`src/rtl/flt2fix_engine.sv`:
```
// flt2fix_engine: multi-cycle float to signed fixed-point converter
module flt2fix_engine #(
  parameter int EXP_W = 5,
  parameter int MAN_W = 10,
  parameter int INT_W = 8,
  parameter int FRAC_W = 8
) (
  input  logic                     clk,
  input  logic                     reset,
  input  logic                     start,
  input  logic [EXP_W+MAN_W:0]     flt_in,
  input  logic                     round_mode,
  output logic                     busy,
  output logic                     done,
  output logic [INT_W+FRAC_W-1:0]  fix_out,
  output logic                     sat,
  output logic                     inexact
);
  localparam int OUT_W = INT_W + FRAC_W;
  localparam int BIAS = 2**(EXP_W-1) - 1;
  localparam int CW = $clog2(OUT_W + MAN_W + 4);
  localparam logic [OUT_W-1:0] POS_MAX = {1'b0, {(OUT_W-1){1'b1}}};
  localparam logic [OUT_W-1:0] NEG_MIN = {1'b1, {(OUT_W-1){1'b0}}};
  typedef enum logic [2:0] {IDLE, LOAD, SHIFT, ROUND, DONE} state_t;
  state_t state;
  logic sign, mode, left, guard, sticky;
  logic [EXP_W-1:0] exp_q;
  logic [MAN_W-1:0] frac_q;
  logic [OUT_W:0] mag, mag_r;
  logic [CW-1:0] cnt, n;
  int e, s;
  logic inf_nan, ovf, inc, pos_ovf, neg_ovf;
  logic [OUT_W-1:0] res;
  always_comb begin
    e = (exp_q == '0) ? 1 - BIAS : int'(exp_q) - BIAS;
    s = e - MAN_W + FRAC_W;
    // right shifts beyond MAN_W+2 only feed sticky, so cap them
    n = CW'((s < 0) ? ((-s > MAN_W + 2) ? MAN_W + 2 : -s) : s);
    inf_nan = &exp_q;
    ovf = e >= INT_W;
    inc = mode & guard & (sticky | mag[0]);
    mag_r = mag + (OUT_W+1)'(inc);
    pos_ovf = !sign && mag_r > (OUT_W+1)'(POS_MAX);
    neg_ovf = sign && mag_r > (OUT_W+1)'(NEG_MIN);
    res = mag_r[OUT_W-1:0];
  end
  always_ff @(posedge clk or posedge reset) begin
    if (reset) begin
      state <= IDLE;
      busy <= 1'b0;
      done <= 1'b0;
      fix_out <= '0;
      sat <= 1'b0;
      inexact <= 1'b0;
      mag <= '0;
      guard <= 1'b0;
      sticky <= 1'b0;
      cnt <= '0;
      sign <= 1'b0;
      mode <= 1'b0;
      left <= 1'b0;
      exp_q <= '0;
      frac_q <= '0;
    end else begin
      case (state)
        IDLE: begin
          done <= 1'b0;
          if (start) begin
            {sign, exp_q, frac_q} <= flt_in;
            mode <= round_mode;
            busy <= 1'b1;
            state <= LOAD;
          end
        end
        LOAD: begin
          mag <= (OUT_W+1)'({|exp_q, frac_q});
          guard <= 1'b0;
          sticky <= 1'b0;
          left <= s > 0;
          cnt <= n;
          if (inf_nan || ovf) begin
            fix_out <= (inf_nan && frac_q != '0) ? '0 : sign ? NEG_MIN : POS_MAX;
            sat <= 1'b1;
            inexact <= 1'b1;
            done <= 1'b1;
            state <= DONE;
          end else
            state <= (n == '0) ? ROUND : SHIFT;
        end
        SHIFT: begin
          if (left)
            mag <= mag << 1;
          else begin
            mag <= mag >> 1;
            guard <= mag[0];
            sticky <= sticky | guard;
          end
          cnt <= cnt - 1'b1;
          if (cnt == CW'(1)) state <= ROUND;
        end
        ROUND: begin
          mag <= mag_r;
          fix_out <= pos_ovf ? POS_MAX : neg_ovf ? NEG_MIN : sign ? -res : res;
          sat <= pos_ovf | neg_ovf;
          inexact <= guard | sticky | pos_ovf | neg_ovf;
          done <= 1'b1;
          state <= DONE;
        end
        DONE: begin
          done <= 1'b0;
          busy <= 1'b0;
          state <= IDLE;
        end
        default: state <= IDLE;
      endcase
    end
  end
endmodule

```
`config.mk`:
```
export PLATFORM = sky130hd
export DESIGN_NAME = flt2fix_engine
export DESIGN_NICKNAME = d
export VERILOG_FILES = /design/src/rtl/flt2fix_engine.sv
export SDC_FILE = /design/constraint.sdc
export NUM_CORES = 1
export LEC_CHECK = 0
export BUFFER_PORTS_ARGS = -buffer_cell sky130_fd_sc_hd__buf_2
export CAP_MARGIN = 20
export CORE_MARGIN = 2
export CORE_UTILIZATION = 55
export CTS_BUF_LIST = sky130_fd_sc_hd__clkbuf_16
export DETAILED_ROUTE_END_ITERATION = 12
export GPL_ROUTABILITY_DRIVEN = 0
export HOLD_SLACK_MARGIN = 0.15
export PLACE_DENSITY = 0.79
export SLEW_MARGIN = 20
export SYNTH_ARGS = -nofsm -noshare
export SYNTH_HDL_FRONTEND = slang
export SYNTH_SLANG_ARGS = --single-unit
```
`constraint.sdc`:
```
create_clock -name clk -period 8.9 [get_ports clk]
set_clock_uncertainty 0.05 [all_clocks]
set_input_delay 1.78 -clock clk [delete_from_list [all_inputs] [get_ports clk]]
set_output_delay 1.78 -clock clk [all_outputs]
set_load 0.01 [all_outputs]
```
==> metrics <==
most frequent cells in the layout=dfrtp_1, nand2_1, nor2_1, o21ai_0, buf_2; RR Endpoint=cnt[1]; Worst Path Required=between 9 and 10 ns; hold path start=sat; post-route clock period utilization=between 50% and 60%; commonest non-fill, non-tap cell in the layout=dfrtp_1; Clk pin slew, worst setup/hold paths=around 0.060 ns; Worst Path Class, Setup=register to register; Gate Count Post-Synth=591; die span in x=99.6 um; Resized cells post-CTS=0; fin crit period=4.87 ns; initial core utilization=57.1%; Syn Area/Cell=8.51 um2; Worst EP arrival=5.09 ns; Initial DRC Count=494; DRC=0; Main synth FF type=dfrtp_1; worst hold-check path type=register to register; Max Root-Sink Buffers=2; post-route ant nets=0; DIE AREA=0.00993 mm2; R2R depth=14; crit path launch type=register; largest net degree at the start of global routing=66; VDD IR-drop max=between 0.3 and 0.4 mV; Fin Setup TNS=0 ns; DR vias/cell=6.47; DIE HEIGHT=between 90 and 100 um; Final WS setup=between 4 and 5 ns; slew margin rel.=32.6%; FP Rows=34; CTS hold repair buffers=0; CTS root buf=clkbuf_16; final count of hold timing violations=0; first-pass GRT wire length=~21 mm; run status=finished, final reports clean; IO buf count=39; Post-synth EDFFs=0; Reg2Reg Setup Slack=4.03 ns; worst-margin pin slew=1.00 ns; via count=around 4.6k; vias in the first global route=4301; area taken by multi-input logic gates=0.00310 mm2; DP Wirelength=roughly 9.1 mm; Post-Syn Area=0.00503 mm2; DRT Pass-1 Iters=6; WL final=12.6 mm; worst-skew pair later-pin latency=0.33 ns; Yosys top cell by area=dfrtp_1; synth top area cells=dfrtp_1, ha_1, o21ai_0; Min-Delay Endpoint=sat; Core Area=about 0.0088 mm2; Max Fclk=about 200 MHz; CTS buffer count=9; share of the synthesized area in the top cell type=32.3%; Fillers=750; Unique masters post-synth=73; sequential area share after synthesis=32.3%; Total Routing Usage GR=between 20% and 30%; final setup fails=0; grt ovf=0; RSZ-0062 raised after global routing=false; synthesis-to-layout area growth=9.05%; Max FO, Critical Path=11; max-cap violations=0; CTS tree=yes; max-slew violations=0; H-Tree Depth=3; worst r2r src=exp_q[0]; pre-CTS WS=4.20 ns; Synth Register Bits=between 60 and 70; I/O pin total=40; hold depth=1; DR WL/cell=~18 um; Mapped Nets=631; ANT cells=0; YS warnings=0; Num Clock Sinks=65; FF+latch area=0.00163 mm2; Final Net Count=643; Async SR Flop Fraction=100%; P per Cell Area=444 mW/mm2; postcts setup bufs=0; share of post-route cells with drive strength above 1=14.5%; leakage=about 2.3 nW; element type at the critical path end=register; initial antenna violation count=0
## report_power, final
| group | internal (W) | switching, W |
|---|---|---|
| clock | 0.000216 | 0.000131 |
| sequential | 0.000441 | 0.000206 |
| combinational | 0.000575 | 0.000865 |
| total | 0.00123 | 0.00120 |
## cell usage after synthesis, types with 7 or more instances
library cell  count
ha_1             20
o31ai_1           9
a21oi_1          35
mux2_2           15
o21ai_0          45
nor2b_1          12
mux2i_1           9
dfrtp_1          65
inv_1            28
nand2_1          50
buf_2            11
and3_1            9
clkbuf_1         23
a31oi_1           9
a22oi_1          11
o221ai_1          7
nor4_1            8
nor2_1           45
nand2b_1          8
xor2_1           16
nand4_1           7
nand3_1          20
xnor2_1          21
a211oi_1         12
## metal layers
| layer | track usage [%] | vias up | share of wire [%] |
|---|---|---|---|
| met4 | 6.01 | 0 | 1.7 |
| met1 | 37.0 | 2216 | 46 |
| met3 | 5.97 | 26 | 6.3 |
| li1 | - | 2193 | - |
| met2 | 41.0 | 195 | 46 |
| met5 | 0 | - | 0 |
## metrics by stage
step / utilization, % / power, W / cells / area, um2 / hold slack [ns]
global route: 62.3 / 0.00262 / 716 / 5490 / 0.458
CTS: 62.3 / 0.00241 / 716 / 5490 / 0.437
global placement: 58.9 / 0.00198 / 700 / 5190 / 0.420
detailed placement: 58.9 / 0.00204 / 700 / 5190 / 0.426
finish: 62.3 / 0.00243 / 716 / 5490 / 0.432
floorplan: - / 0.00170 / 591 / 5030 / 0.431
## flip-flops by register name, indices dropped and copies added, names as in the netlist
| name | count |
|---|---|
| busy | 1 |
| cnt | 5 |
| done | 1 |
| exp_q | 5 |
| fix_out | 16 |
| frac_q | 10 |
| guard | 1 |
| inexact | 1 |
| left | 1 |
| mag | 17 |
| mode | 1 |
| sat | 1 |
| sign | 1 |
| state | 3 |
| sticky | 1 |
## final cells by class
type,count,area share [%]
Timing Repair Buffer,43,4.11
Inverter,28,1.92
Clock inverter,7,1.28
Clock buffer,9,4.11
Multi-Input combinational cell,456,56.5
Sequential cell,65,29.7
Tap cell,108,2.46
## worst max-delay path by stage
stage	start	endpoint	slack, ns	cells past startpoint
6_report	exp_q[0]	cnt[1]	4.03	14
5_1_grt	exp_q[0]	cnt[4]	3.64	14
4_1_cts	exp_q[0]	cnt[1]	4.16	14
3_5_place_dp	exp_q[0]	cnt[1]	4.20	14
3_3_place_gp	exp_q[0]	cnt[1]	4.44	14
2_1_floorplan	exp_q[0]	state[0]	4.80	16
## cells by family after synthesis
kind of cell	synth area share, %
fa+ha+maj	4.98
simple gates	20.4
mux	5.45
xor+xnor	7.09
flops	32.3
compound gates	23.5
buf+inv	6.24
## worst max-delay path, stage by stage, from the launching register on
cell	delay [ns]
dfrtp_1	0.46
inv_1	0.09
ha_1	0.22
nor4b_2	0.20
nor3_1	0.83
nand3_1	0.20
ha_1	0.40
or4_1	0.59
nor4_2	0.28
o211ai_1	0.23
o31ai_1	0.36
o211ai_1	0.14
nor4_1	0.31
or2_1	0.24
a41o_1	0.19
No activity file was read; power rests on OpenSTA's default activity.
